==> src/rtl/s2p_pkg.sv <==
// Purpose: shared types and default constants for the serial link (transmitter side and receiver top).
// Latency: n/a (types and constants only).
// Backpressure: n/a.
// Contents: tx_state_t (transmitter FSM states), S2P_BITS / S2P_HALF defaults.
package s2p_pkg;

  typedef enum logic [1:0] {
    IDLE     = 2'd0,
    SHIFT_LO = 2'd1,
    SHIFT_HI = 2'd2,
    GAP      = 2'd3
  } tx_state_t;

  // Defaults shared with the 4-bit receiver so both ends agree on frame shape.
  localparam int S2P_BITS = 4;
  localparam int S2P_HALF = 2;

endpackage

==> src/rtl/sclk_phase_gen.sv <==
// Purpose: phase counter that paces each sclk half-period of the transmitter.
// Latency: phase_end asserts combinationally on the HALF-th cycle of a phase.
// Backpressure: none; it counts whenever run is high.
// Ports: clk, rst_n; run (frame active); phase_end (last cycle of a phase);
//        phase_penult (second-to-last cycle of a phase, only when HALF >= 2).
module sclk_phase_gen #(
  parameter int HALF = 2
) (
  input  logic clk,
  input  logic rst_n,
  input  logic run,
  output logic phase_end,
  output logic phase_penult
);

  localparam int PW = (HALF > 1) ? $clog2(HALF) : 1;
  localparam logic [PW-1:0] LAST   = PW'(HALF - 1);
  localparam logic [PW-1:0] PENULT = PW'((HALF >= 2) ? HALF - 2 : 0);

  logic [PW-1:0] count;

  assign phase_end    = run && (count == LAST);
  // Lets the FSM register a pulse that lands on the final cycle of a phase.
  assign phase_penult = run && (HALF >= 2) && (count == PENULT);

  // Every state change happens on phase_end, so wrapping here restarts the
  // count for the new state; idle holds it at 0 so a frame starts at phase 0.
  always_ff @(posedge clk or negedge rst_n) begin
    if (!rst_n) begin
      count <= '0;
    end else if (!run || phase_end) begin
      count <= '0;
    end else begin
      count <= count + 1'b1;
    end
  end

endmodule

==> src/rtl/parallel_to_serial_tx.sv <==
// Purpose: accepts a BITS-wide word on valid/ready and shifts it out with a generated sclk.
// Latency: first bit on serial_out one cycle after acceptance; frame period 2*BITS*HALF+HALF+1 cycles.
// Backpressure: in_ready is low for the whole frame; the sender holds its word until idle.
// Ports: clk, rst_n; in_data/in_valid/in_ready (word input handshake);
//        serial_out, sclk (to the receiver); busy (frame in progress); done (last-cycle pulse).
module parallel_to_serial_tx
  import s2p_pkg::*;
#(
  parameter int BITS      = S2P_BITS,
  parameter int HALF      = S2P_HALF,
  parameter int MSB_FIRST = 1
) (
  input  logic            clk,
  input  logic            rst_n,
  input  logic [BITS-1:0] in_data,
  input  logic            in_valid,
  output logic            in_ready,
  output logic            serial_out,
  output logic            sclk,
  output logic            busy,
  output logic            done
);

  localparam int BW = $clog2(BITS);
  localparam logic [BW-1:0] LAST_BIT = BW'(BITS - 1);

  tx_state_t       state;
  logic [BW-1:0]   bit_cnt;
  logic [BITS-1:0] sreg;
  logic            phase_end;
  logic            phase_penult;
  logic            first_bit;
  logic            next_bit;
  logic [BITS-1:0] sreg_shifted;

  sclk_phase_gen #(.HALF(HALF)) u_phase (
    .clk          (clk),
    .rst_n        (rst_n),
    .run          (state != IDLE),
    .phase_end    (phase_end),
    .phase_penult (phase_penult)
  );

  // Ready is held low while reset is asserted.
  assign in_ready = rst_n && (state == IDLE);

  // next_bit is the bit that lands at the head of the register after one shift.
  always_comb begin
    first_bit    = 1'b0;
    next_bit     = 1'b0;
    sreg_shifted = '0;
    if (MSB_FIRST != 0) begin
      first_bit    = in_data[BITS-1];
      next_bit     = sreg[BITS-2];
      sreg_shifted = {sreg[BITS-2:0], 1'b0};
    end else begin
      first_bit    = in_data[0];
      next_bit     = sreg[1];
      sreg_shifted = {1'b0, sreg[BITS-1:1]};
    end
  end

  always_ff @(posedge clk or negedge rst_n) begin
    if (!rst_n) begin
      state      <= IDLE;
      bit_cnt    <= '0;
      sreg       <= '0;
      serial_out <= 1'b0;
      sclk       <= 1'b0;
      busy       <= 1'b0;
      done       <= 1'b0;
    end else begin
      done <= 1'b0;
      case (state)
        IDLE: begin
          if (in_valid) begin
            state      <= SHIFT_LO;
            sreg       <= in_data;
            serial_out <= first_bit;
            sclk       <= 1'b0;
            busy       <= 1'b1;
            bit_cnt    <= '0;
          end
        end
        SHIFT_LO: begin
          if (phase_end) begin
            state <= SHIFT_HI;
            sclk  <= 1'b1;
          end
        end
        SHIFT_HI: begin
          if (phase_end) begin
            sclk <= 1'b0;
            if (bit_cnt == LAST_BIT) begin
              state      <= GAP;
              serial_out <= 1'b0;
              // A one-cycle gap is itself the final cycle of the frame.
              done       <= (HALF == 1);
            end else begin
              state      <= SHIFT_LO;
              bit_cnt    <= bit_cnt + 1'b1;
              sreg       <= sreg_shifted;
              serial_out <= next_bit;
            end
          end
        end
        GAP: begin
          if (phase_penult) begin
            done <= 1'b1;
          end
          if (phase_end) begin
            state <= IDLE;
            busy  <= 1'b0;
          end
        end
        default: state <= IDLE;
      endcase
    end
  end

endmodule

==> config.mk <==
export PLATFORM = sky130hd
export DESIGN_NAME = parallel_to_serial_tx
export DESIGN_NICKNAME = d
export VERILOG_FILES = /design/src/rtl/s2p_pkg.sv /design/src/rtl/sclk_phase_gen.sv /design/src/rtl/parallel_to_serial_tx.sv
export SDC_FILE = /design/constraint.sdc
export NUM_CORES = 1
export LEC_CHECK = 0
export CORE_AREA = 2 2 39 41
export DETAILED_ROUTE_END_ITERATION = 8
export DIE_AREA = 0 0 41 43
export PLACE_DENSITY = 0.72
export SETUP_SLACK_MARGIN = 0.5
export SKIP_LAST_GASP = 1
export SLEW_MARGIN = 20
export SYNTH_ARGS = -nofsm -noshare
export SYNTH_HDL_FRONTEND = slang
export SYNTH_SLANG_ARGS = --single-unit
==> constraint.sdc <==
create_clock -name clk -period 1.7 [get_ports clk]
set_input_delay 0.425 -clock clk [delete_from_list [all_inputs] [get_ports clk]]
set_output_delay 0.425 -clock clk [all_outputs]
set_load 0.02 [all_outputs]
==> results of run 1 <==
==> kinds of logic (layout without fill, tap and decap cells) <==
logic type,Yosys count,in the layout,synth area share
and+or+nand+nor,12,12,0.1211
AOI/OAI and AO/OA,13,13,0.1499
buffers and inverters,7,41,0.06776
adders and majority gates,1,1,0.02053
muxes,7,7,0.1478
DFF,12,12,0.4928
==> repair_timing <==
item	4_1_cts	5_1_grt
setup endpoints to repair	11	11
resized for setup	34	6
setup buffers	6	9
pin swaps	2	1
endpoints found under the hold margin	0	0
==> placed cells by master (no fill, tap or decap), types with 2 or more instances in the layout <==
| cell type | netlist | final |
|---|---|---|
| inv_1 | 5 | 4 |
| a21oi_1 | 2 | 2 |
| buf_4 | 0 | 18 |
| mux2_4 | 4 | 4 |
| dfrtp_1 | 12 | 12 |
| nand2_1 | 3 | 3 |
| a21boi_0 | 2 | 2 |
| buf_6 | 2 | 8 |
| o21ai_0 | 5 | 4 |
| dlygate4sd2_1 | 0 | 2 |
| clkbuf_4 | 0 | 3 |
| mux2i_1 | 3 | 3 |
| nor2b_1 | 2 | 2 |
| clkdlybuf4s50_1 | 0 | 4 |
==> registers in the layout (all words and copies together), names as in the netlist <==
signal	cells
busy	1
done	1
state	2
bit_cnt	2
sreg	3
serial_out	1
u_phase.count	1
sclk	1
==> layer usage <==
layer  routed length, um  vias up
li1                    -      247
met1                 627      245
met2                 726        9
met3                  42        7
met4                  65        0
met5                   0        -
==> power by group through the flow <==
| stage | clock (mW) | sequential [mW] | combinational [mW] |
|---|---|---|---|
| final | 0.240 | 0.531 | 1.11 |
| after global routing | 0.261 | 0.546 | 1.19 |
| after CTS | 0.235 | 0.524 | 0.892 |
| after detailed placement | 0 | 0.524 | 0.785 |
| after global placement | 0 | 0.517 | 0.770 |
| after floorplan | 0 | 0.559 | 0.520 |
==> metrics by stage <==
stage                     instance area (sq um)  cells
final                                     959.7    102
after CTS                                 870.8     93
after detailed placement                  783.3     83
after global placement                    783.3     83
after global routing                      959.7    102
after floorplan                           630.6     52
==> worst max-delay path by stage <==
stage                     slack [ps]                  from                  end
after floorplan                  380  state[0]$_DFFE_PN0P_  sreg[1]$_DFFE_PN0P_
after global placement          -340                 rst_n             in_ready
after detailed placement        -350                 rst_n             in_ready
after CTS                        210  state[0]$_DFFE_PN0P_             in_ready
after global routing             120  state[1]$_DFFE_PN0P_             in_ready
final                            170  state[1]$_DFFE_PN0P_             in_ready
==> layout make-up <==
type,instances,share of cell area
Multi-Input combinational cell,33,0.3142
Timing Repair Buffer,32,0.2947
Tap cell,16,0.02086
Clock buffer,4,0.03781
Inverter,5,0.01956
Sequential cell,12,0.3129
==> worst max-delay path, delay by kind of cell (launching register included) <==
family | cells | cell delay (ps)
flip-flops | 1 | 400
AND/OR/NAND/NOR | 2 | 300
buffers and inverters | 1 | 110
==> impl_metrics.yaml, run 1 <==
outcome:
  outcome: "finished clean"
synthesis:
  synth.most_common_cell: "dfrtp_1"
  avgSynthCellArea_sq_um: 11.72
  postSynthNetCount: 60
  ys_ff_latch: 12
  netlist_area_sq_um: 609.3
  yosys_warnings: 0
  dominantRegCellSynth: "dfrtp_1"
  synth_common_cells: "dfrtp_1 (12), inv_1 (5), o21ai_0 (5), mux2_4 (4)"
  async_reset_ff_frac: 1.000
  postSynthCellCount: 52
  yosysUniqueCellTypes: 20
  synth_top_area_frac: 0.4928
  yosysTopAreaCell: "dfrtp_1"
  ys_seq_area_frac: 0.4928
  synth_area_leaders: "dfrtp_1 (49%), mux2_4 (9.9%), mux2i_1 (4.9%), o21ai_0 (4.1%), buf_6 (3.7%)"
  synth_edf_count: 0
critical_path:
  cp_slowest_cell: "dfrtp_1"
  cp.arrival_ps: 1110
  rrSetupSlack_ps: 200
  crit_fanout: 2
  crit_path_start_kind: "flip-flop"
  end_kind: "output pin"
  worstReg2RegStart: "state[1]$_DFFE_PN0P_"
  critical-path-max-stage-delay_ps: 400
  critPathKind: "flip-flop to output pin"
  critPathRequiredTime_ps: 1270
  cp_cell_sequence: "nor2_2 -> and2_4 -> buf_6"
  worst_r2r_endpoint: "sreg[2]$_DFFE_PN0P_"
  reg2reg_depth: 5
floorplan:
  io_pins: 12
  die_w_um: 41
  core_area_sq_um: 1384
  dieArea_sq_um: 1763
  initial_utilization: 0.4403
  rows: 14
  die_y_um: 43
final_layout:
  drive_above_1_share: 0.5000
  antenna_cells: 0
  final_nets: 95
  final-seq-area_sq_um: 300.3
  multi_input_area_sq_um: 301.5
  area_growth_pct: 57.49
  post-route-util: 0.6935
  fillCellCount: 96
sta:
  max-slew-margin-rel: 0.8029
  hold_violations: 0
  setup_ws_ps: 165.7
  fmax_ghz: 0.6518
  clock_skew_ps: 0.2033
  hold_slack_ps: 222.4
  drv_slew: 0
  setup_tns_ps: 0
  rsz0062_at_grt: "yes"
  period_needed_ps: 1534
  setup_violations: 0
  worstMarginPinSlew_ps: 295.6
  period_share: 0.9025
pwr:
  ir_drop_uv: 1153
  power_frac_comb: 0.590
  swShare: 0.3580
  power_density_nw_per_um2: 1961
  p_int_mw: 1.208
  seqPwrFrac: 0.282
  power_frac_clock: 0.127
  power.leakage_nw: 0.4616
  p_sw_uw: 673.8
  p_total_mw: 1.882
cts:
  clock_path_buffers: 2
  clk_pin_slew_worst_paths_ps: 80
  cts_tree: "done"
  clkSinkCount: 12
  cts_made_buffers: 3
  cts_hold_buf: 0
  cts-root-buf: "clkbuf_4"
  insertion_delay_ps: 290
  cts.htree.levels: 1
grt:
  grt_pass1_vias: 439
  grt_start_max_net_pins: 13
  grt_util_met2: 0.2469
  grt_use_met3: 0.06283
  met1_usage: 0.2423
  grt.overflow.total: 0
  antenna_found_initial: 0
  grt_pass1_wl_um: 2021
  track_usage: 0.1902
  top_usage_layer: "met2"
routing:
  drt-wirelength-per-cell_um: 14.32
  vias: 508
  postRouteAntennaNets: 0
  drt_iter0_drc: 4
  drt-vias-per-instance: 4.980
  drt_wl_total_um: 1461
  first_pass_iters: 4
  drc: 0
job:
  drv_cap: 0
place:
  gp_congestion: 0.7868
  dp_hpwl_um: 827.3
  post-place-ws_ps: -352.2
  port_buffers: 11
worst_hold_path:
  hold_class: "input pin to asynchronous set/reset pin"
(Power assumes the default switching activity.)
==> run 2, diff against run 1 <==
Settings changed: CTS_BUF_LIST set to sky130_fd_sc_hd__clkbuf_16.
==> run 2 against run 1 <==
Largest power group unchanged. Via count decreased by 3.9%. Wire length decreased by 4.4%. Non-clock buffer count shrank 7. Count of clock-buffer cells in the layout decreased by 1. Sequential power increased by 4.0%. First-iteration DRC count down 25%. Final area increased by 1.4%. Maximum frequency increased by 5.5%. Sequential share of layout area fell by 0.44 points. Combinational power fell by 4%. Register-to-register slack better by 50 ps. Power up 9.4%.
==> impl_metrics.yaml, run 2 (same netlist as run 1, synthesis figures left out) <==
final_layout:
  layout_common_cells: "dfrtp_1 (12), buf_4 (10), buf_6 (8)"
  post-route-util: 0.7034
  antenna_cells: 0
  final_nets: 88
  drive_above_1_share: 0.4937
  area_growth_pct: 59.75
  multi_input_area_sq_um: 327.8
  final-seq-area_sq_um: 300.3
  largest_reg_flops: 3
  reg_top3: "sreg x3, bit_cnt x2, state x2"
  fillCellCount: 88
  regMostFlops: "sreg"
  final_common_cell: "dfrtp_1"
cts:
  cts_made_buffers: 3
  cts.htree.levels: 1
  cts_tree: "done"
  clkSinkCount: 12
  cts_hold_buf: 0
  clock_path_buffers: 2
  insertion_delay_ps: 240
  cts-root-buf: "clkbuf_16"
  clk_pin_slew_worst_paths_ps: 40
sta:
  drv_slew: 0
  rsz0062_at_grt: "yes"
  clock_skew_ps: 1.705
  setup_tns_ps: 0
  fmax_ghz: 0.6875
  max-slew-margin-rel: 0.7103
  setup_violations: 0
  period_needed_ps: 1455
  hold_violations: 0
  period_share: 0.8557
  worstMarginPinSlew_ps: 434.6
place:
  dp_hpwl_um: 827.3
  port_buffers: 11
  gp_congestion: 0.7868
worst_hold_path:
  hold_class: "input pin to asynchronous set/reset pin"
routing:
  drt_iter0_drc: 3
  drt_wl_total_um: 1397
  drt-vias-per-instance: 5.137
  drt-wirelength-per-cell_um: 14.71
  first_pass_iters: 2
  vias: 488
  postRouteAntennaNets: 0
  drc: 0
grt:
  grt_pass1_wl_um: 2214
  grt_start_max_net_pins: 13
  grt.overflow.total: 0
  antenna_found_initial: 0
  grt_pass1_vias: 499
  track_usage: 0.1984
floorplan:
  die_y_um: 43
  die_w_um: 41
  rows: 14
  initial_utilization: 0.4403
  core_area_sq_um: 1384
  dieArea_sq_um: 1763
  io_pins: 12
critical_path:
  cp-startpoint: "state[0]$_DFFE_PN0P_"
  crit_fanout: 10
  crit_path_start_kind: "flip-flop"
  worstReg2RegStart: "state[0]$_DFFE_PN0P_"
  end_kind: "flip-flop"
  rrSetupSlack_ps: 250
  crit_end: "sreg[2]$_DFFE_PN0P_"
  cp.arrival_ps: 1580
  critPathKind: "flip-flop to flip-flop"
  critPathRequiredTime_ps: 1820
  worst_r2r_endpoint: "sreg[2]$_DFFE_PN0P_"
  reg2reg_depth: 4
pwr:
  power_density_nw_per_um2: 2116
  ir_drop_uv: 1290
  power.leakage_nw: 0.4483
outcome:
  outcome: "finished clean"
job:
  drv_cap: 0
==> run 2: cell types whose count changed in the layout (fill, tap and decap cells not counted), sizes merged <==
cell,change
buf,-7
clkbuf,-1
clkinv,+1
==> run 2: metrics by stage <==
| step | power [mW] | cells | worst slack, ps | hold WS [ps] | cell area [sq um] |
|---|---|---|---|---|---|
| 6_report | 2.060 | 95 | 245.4 | 252.6 | 973.4 |
| 3_5_place_dp | 1.309 | 83 | -352.2 | 491.3 | 783.3 |
| 2_1_floorplan | 1.079 | 52 | 379.4 | 129.4 | 630.6 |
| 5_1_grt | 2.182 | 95 | 206.0 | 272.0 | 973.4 |
| 3_3_place_gp | 1.287 | 83 | -338.2 | 476.4 | 783.3 |
| 4_1_cts | 1.906 | 93 | 255.7 | 258.8 | 919.6 |
==> run 2: final cells by class <==
cell class	instances	share of cell area
timing repair buffer	25	0.2339
sequential	12	0.3085
clock inverter	1	0.003856
multi-input combinational	33	0.3368
clock buffer	3	0.07712
tap	16	0.02057
inverter	5	0.01928
==> run 2: timing repair <==
item | 4_1_cts | 5_1_grt
endpoints found under the setup margin | 12 | 15
pin swaps | 5 | 3
resized for setup | 36 | 12
setup buffers | 6 | 2
==> run 2: where the power goes <==
| part | total, mW | internal, mW | switching (mW) |
|---|---|---|---|
| sequential | 0.552 | 0.423 | 0.129 |
| clock | 0.437 | 0.310 | 0.127 |
| combinational | 1.07 | 0.609 | 0.461 |
| total | 2.06 | 1.34 | 0.717 |
==> run 2: worst min path at each step <==
| stage | from | to | slack [ps] | depth (start not counted) |
|---|---|---|---|---|
| 2_1_floorplan | rst_n | bit_cnt[0]$_DFFE_PN0P_ | 130 | 0 |
| 3_3_place_gp | bit_cnt[0]$_DFFE_PN0P_ | bit_cnt[0]$_DFFE_PN0P_ | 480 | 1 |
| 3_5_place_dp | bit_cnt[0]$_DFFE_PN0P_ | bit_cnt[0]$_DFFE_PN0P_ | 490 | 1 |
| 4_1_cts | rst_n | state[1]$_DFFE_PN0P_ | 260 | 2 |
| 5_1_grt | rst_n | state[1]$_DFFE_PN0P_ | 270 | 2 |
| 6_report | rst_n | state[1]$_DFFE_PN0P_ | 250 | 2 |
==> run 2: metal layers <==
metal  global-route usage  vias to the layer above  part of all wire
li1                     -                      234                 -
met1               0.2594                      241              0.41
met2               0.2844                        9              0.53
met3              0.06283                        4             0.034
met4               0.1000                        0             0.022
met5                    0                        -                 0
==> run 2: critical path: stages (launching register included) <==
cell     delay [ps]
dfrtp_1         390
buf_4           200
nor2b_4         170
mux2_4          310
mux2_4          260
==> RTL edit 1, RTL diff (flow settings as in run 1) <==
Set the package constant `S2P_BITS` to 2 (it was 4).
--- a/src/rtl/s2p_pkg.sv
+++ b/src/rtl/s2p_pkg.sv
@@ -14,3 +14,3 @@
   // Defaults shared with the 4-bit receiver so both ends agree on frame shape.
-  localparam int S2P_BITS = 4;
+  localparam int S2P_BITS = 2;
   localparam int S2P_HALF = 2;
Interface: changed (resized in_data); port bits go from 12 to 10. No check against the original RTL was run, so the function may have changed too.
==> RTL edit 1 against run 1 <==
Design area decreased by 29%. Register-to-register slack improved by 0.10 ns. Synthesized area decreased by 30%. Die area unchanged. Worst hold slack got worse by 0.012 ns. Routed wire length decreased by 29%. Sequential cell count decreased by 3. Non-clock buffer count decreased by 10. Total power decreased by 27%. Setup slack improved by 0.079 ns. Global-route usage decreased by 6.1 points. Largest cell class is now sequential cells.
==> RTL edit 1: results (changes against run 1) <==
Place
The total instance count after detailed placement is 69 (-17%). The pre-CTS setup slack is -0.354 ns (-0.00157 ns). The weighted congestion reported at the end of routability-driven placement is 0.841 (+6.8%). The placement-stage cell area is 558 um2 (-29%). The sum of net half-perimeters after detailed placement is 643 um (-22%).

Timing
The worst clock skew is 0.00193 ns (+0.00173 ns). The final critical path time including I/O delays and setup is 1.45 ns (-0.0794 ns). The worst slew slack as a fraction of its limit is 0.798 (-0.00535).

Route
The routed wire length is 1040 um (-29%). The detailed route wirelength on metal2 came to 487 um (-33%). The total met3 wirelength after detailed routing is 55 um (+31%).

The average wire per standard cell came to 12.7 um (-11%). The count of vias placed by the detailed router is 407 (-20%).

Synthesis
Sorting the synthesized cells by how often they occur yields dfrtp_1 (9), nand2_1 (5), o21ai_0 (5). The number of unique standard cell types used by synthesis is 19 (-5.0%). By area the synthesized netlist is led by dfrtp_1 (52%), o21ai_0 (5.8%), nand2_1 (4.4%). The post-synthesis cell count is 42 (-19%). The post-synth net total was 47 (-22%).

Setup path
The slack of the worst reg-to-reg path was 0.30 ns (+0.10 ns). The signal arrival time at the worst endpoint was 1.03 ns (-0.08 ns).

Clock tree
The clock latency of the later-clocked register in the worst-skew pair was 0.26 ns (-0.03 ns).

Finish
The count of fill cells added during filler insertion is 145 (+51%). The layout net count is 72 (-24%). The register with the highest flop count is state.

The fraction of final layout cells sized beyond drive strength 1 was 0.470 (-0.0303). The combined area of the multi-input logic cells came to 193 um2 (-36%).

Pwr
The total internal power is 856 uW (-29%). The maximum vdd drop was 803 uV (-30%).

Global routing
The global-route total usage across every layer was 0.129 (-0.0610). The number of global-route vias before repair is 377 (-14%). The first-pass GRT wire length came to 1550 um (-24%).

Status
The flow ran to the end, and the final reports show no timing, DRC or antenna violations.
RTL edit 1: routing by layer:
layer	GRT usage	vias up
li1	-	190
met1	0.171	199
met2	0.191	14
met3	0.0314	4
met4	0.0600	0
met5	0	-
RTL edit 1: worst min-delay path by stage:
stage	startpoint	to	slack [ns]	depth (start not counted)
global placement	sclk$_DFFE_PN0P_	sclk$_DFFE_PN0P_	0.48	2
floorplan	rst_n	bit_cnt$_DFFE_PN0P_	0.13	0
detailed placement	sclk$_DFFE_PN0P_	sclk$_DFFE_PN0P_	0.49	2
finish	rst_n	bit_cnt$_DFFE_PN0P_	0.21	2
global route	rst_n	u_phase.count$_DFF_PN0_	0.23	2
CTS	rst_n	sclk$_DFFE_PN0P_	0.23	2
RTL edit 1: area by class of cell:
| cell class | count | share of cell area |
|---|---|---|
| flip-flops and latches | 9 | 0.330 |
| well taps | 16 | 0.0294 |
| repair buffers | 22 | 0.297 |
| clock buffers | 4 | 0.0385 |
| inverters | 4 | 0.0220 |
| multi-input cells | 27 | 0.283 |
RTL edit 1: power groups by stage:
stage	logic, mW	clock network [mW]	registers [mW]
finish	0.784	0.171	0.423
CTS	0.637	0.168	0.413
detailed placement	0.547	0	0.414
floorplan	0.340	0	0.441
global route	0.850	0.182	0.437
global placement	0.534	0	0.407
RTL edit 1: cell families after synthesis:
| kind of cell | after synthesis | synth area share |
|---|---|---|
| and+or+nand+nor | 13 | 0.160 |
| muxes | 2 | 0.0670 |
| AOI/OAI and AO/OA | 12 | 0.175 |
| DFF | 9 | 0.525 |
| buffers and inverters | 6 | 0.0729 |
RTL edit 1: what timing repair did:
action,4_1_cts,5_1_grt
endpoints found under the setup margin,7,11
pin swaps,1,3
hold endpoints to repair,0,0
resized for setup,32,8
buffers inserted,4,5
==> RTL edit 2, RTL diff (settings of run 1) <==
Made on the original files. Make the reset (`rst_n`) synchronous in 2 clocked blocks.
--- a/src/rtl/sclk_phase_gen.sv
+++ b/src/rtl/sclk_phase_gen.sv
@@ -27,3 +27,3 @@
   // count for the new state; idle holds it at 0 so a frame starts at phase 0.
-  always_ff @(posedge clk or negedge rst_n) begin
+  always_ff @(posedge clk) begin
     if (!rst_n) begin
--- a/src/rtl/parallel_to_serial_tx.sv
+++ b/src/rtl/parallel_to_serial_tx.sv
@@ -62,3 +62,3 @@
 
-  always_ff @(posedge clk or negedge rst_n) begin
+  always_ff @(posedge clk) begin
     if (!rst_n) begin
Check against the original RTL: differs if rst_n is asserted again (counterexample within 4 cycles, from zero or initial values and one cycle with rst_n low); with rst_n held inactive, the same outputs for 10 cycles.
==> RTL edit 2 against run 1 <==
Non-clock buffer count fell by 8. Utilization decreased by 8.6 points. Design area decreased by 12%. Synthesized area fell by 7.0%. Global-route usage shrank 3.2 points. Setup slack improved by 0.21 ns. Sequential share of layout area fell by 1.5 points. Routed wire length shrank 16%. Count of clock-buffer cells in the layout unchanged. Sequential cell count did not move.
Power is not compared: it rests on default switching activity, and its combinational part moved more than twofold at a synthesized area within 25%.
==> RTL edit 2: results (changes against run 1) <==
Status
The run finished with clean final reports.

Synthesis
The share of flip-flops with an asynchronous set or reset is 0 (-1.00). The proportion of synthesized chip area in sequential cells is 0.424 (-0.0690). The mean post-synth cell area is 9.45 um2 (-19%).

The post-synth net total was 68 (+13%). Ranked by total cell area, the synthesized netlist is headed by dfxtp_1 (42%), mux2i_1 (5.3%), nand2_1 (4.6%). After synthesis, the most frequently instantiated cells are dfxtp_1 (12), nand2_1 (7), a21oi_1 (5).

The number of unique standard cell types used by synthesis came to 26 (+30%). The most used flip-flop cell after synthesis is dfxtp_1.

Setup path
The timing startpoint of the critical path is state[0]$_SDFFE_PN0P_. The launching point of the worst reg2reg path is bit_cnt[0]$_SDFFE_PN0P_. The slack of the worst reg-to-reg path is 0.43 ns (+0.23 ns). The signal arrival time at the worst endpoint is 0.90 ns (-0.21 ns). The slowest stage of the critical path belongs to the cell dfxtp_2. In this run the critical register-to-register path is captured at sreg[2]$_SDFFE_PN0P_.

The path depth of the worst reg2reg path is 4 (-1). The critical path ends at in_ready. The peak per-stage delay on the critical path is 0.33 ns (-0.07 ns).

Worst hold path
The worst hold path belongs to the class flip-flop to flip-flop.

Route
The detail-routed via count per cell came to 5.17 (+3.8%). The average wire per standard cell is 12.1 um (-15%). The top metal layer carrying routed signals is met3. The violation count after the first detailed-routing iteration came to 6 (+2).

The detailed route wirelength on metal2 was 624 um (-14%). The total met3 wirelength after detailed routing is 64 um (+52%).

Global routing
The number of global-route vias before repair is 442 (+0.68%). The first-pass GRT wire length is 1780 um (-12%). The met2 track demand over resource is 0.222 (-0.0250). The largest net degree at the start of global routing is 12 (-1).

The routing usage on met1 came to 0.181 (-0.0611). The global-route total usage across every layer is 0.158 (-0.0322). The global-route met3 utilization is 0.0942 (+0.0314).

Place
The sum of net half-perimeters after detailed placement is 757 um (-8.5%). The pre-CTS setup slack is -0.425 ns (-0.0726 ns). The placement-stage cell area is 721 um2 (-8.0%). The weighted congestion reported at the end of routability-driven placement is 0.683 (-13%). The total instance count after detailed placement came to 90 (+8.4%). The number of buffer cells added on primary ports is 11 (unchanged).

Clock tree
The clock latency of the later-clocked register in the worst-skew pair is 0.28 ns. The library cell used as clock root buffer is clkbuf_4. The CTS H-tree depth is 1 (unchanged).

Finish
The number of standard cells in the final layout excluding fillers was 101 (-0.98%). The post-route cell area was 841 um2 (-12%). In the final layout, the registers with the most flip-flops are sreg x3, bit_cnt x2, state x2. The layout net count is 94 (-1.1%). The antenna cell count is 0 (unchanged). The count of fill cells added during filler insertion is 128 (+33%).

Timing
The smallest hold slack is 0.471 ns (+0.249 ns). The worst clock skew was 0.00441 ns (+0.00420 ns). The post-route clock period utilization was 0.778 (-0.125).
RTL edit 2: cell count changes after synthesis, sizes merged, moves of 2 or more:
cell,change
dfrtp,-12
dfxtp,+12
a211oi,+4
nand2,+4
a21oi,+3
mux2,-3
nor3,+3
a21boi,-2
and2,-2
inv,-2
o31ai,-2
RTL edit 2: cell families after synthesis:
logic type / after synthesis / share of synthesized area
fa+ha+maj: 1 / 0.0221
mux: 4 / 0.0795
compound gates: 17 / 0.203
buf+inv: 6 / 0.0728
flops: 12 / 0.424
simple gates: 20 / 0.199
RTL edit 2: repair_timing:
action | 4_1_cts | 5_1_grt
endpoints found under the setup margin | 12 | 12
resized for setup | 35 | 11
setup buffers | 0 | 7
pin swaps | 3 | 7
RTL edit 2: final cells by class:
class,count,share of cell area
repair buffers,24,0.243
multi-input cells,42,0.379
inverters,3,0.0134
flip-flops and latches,12,0.298
clock buffers,4,0.0432
well taps,16,0.0238
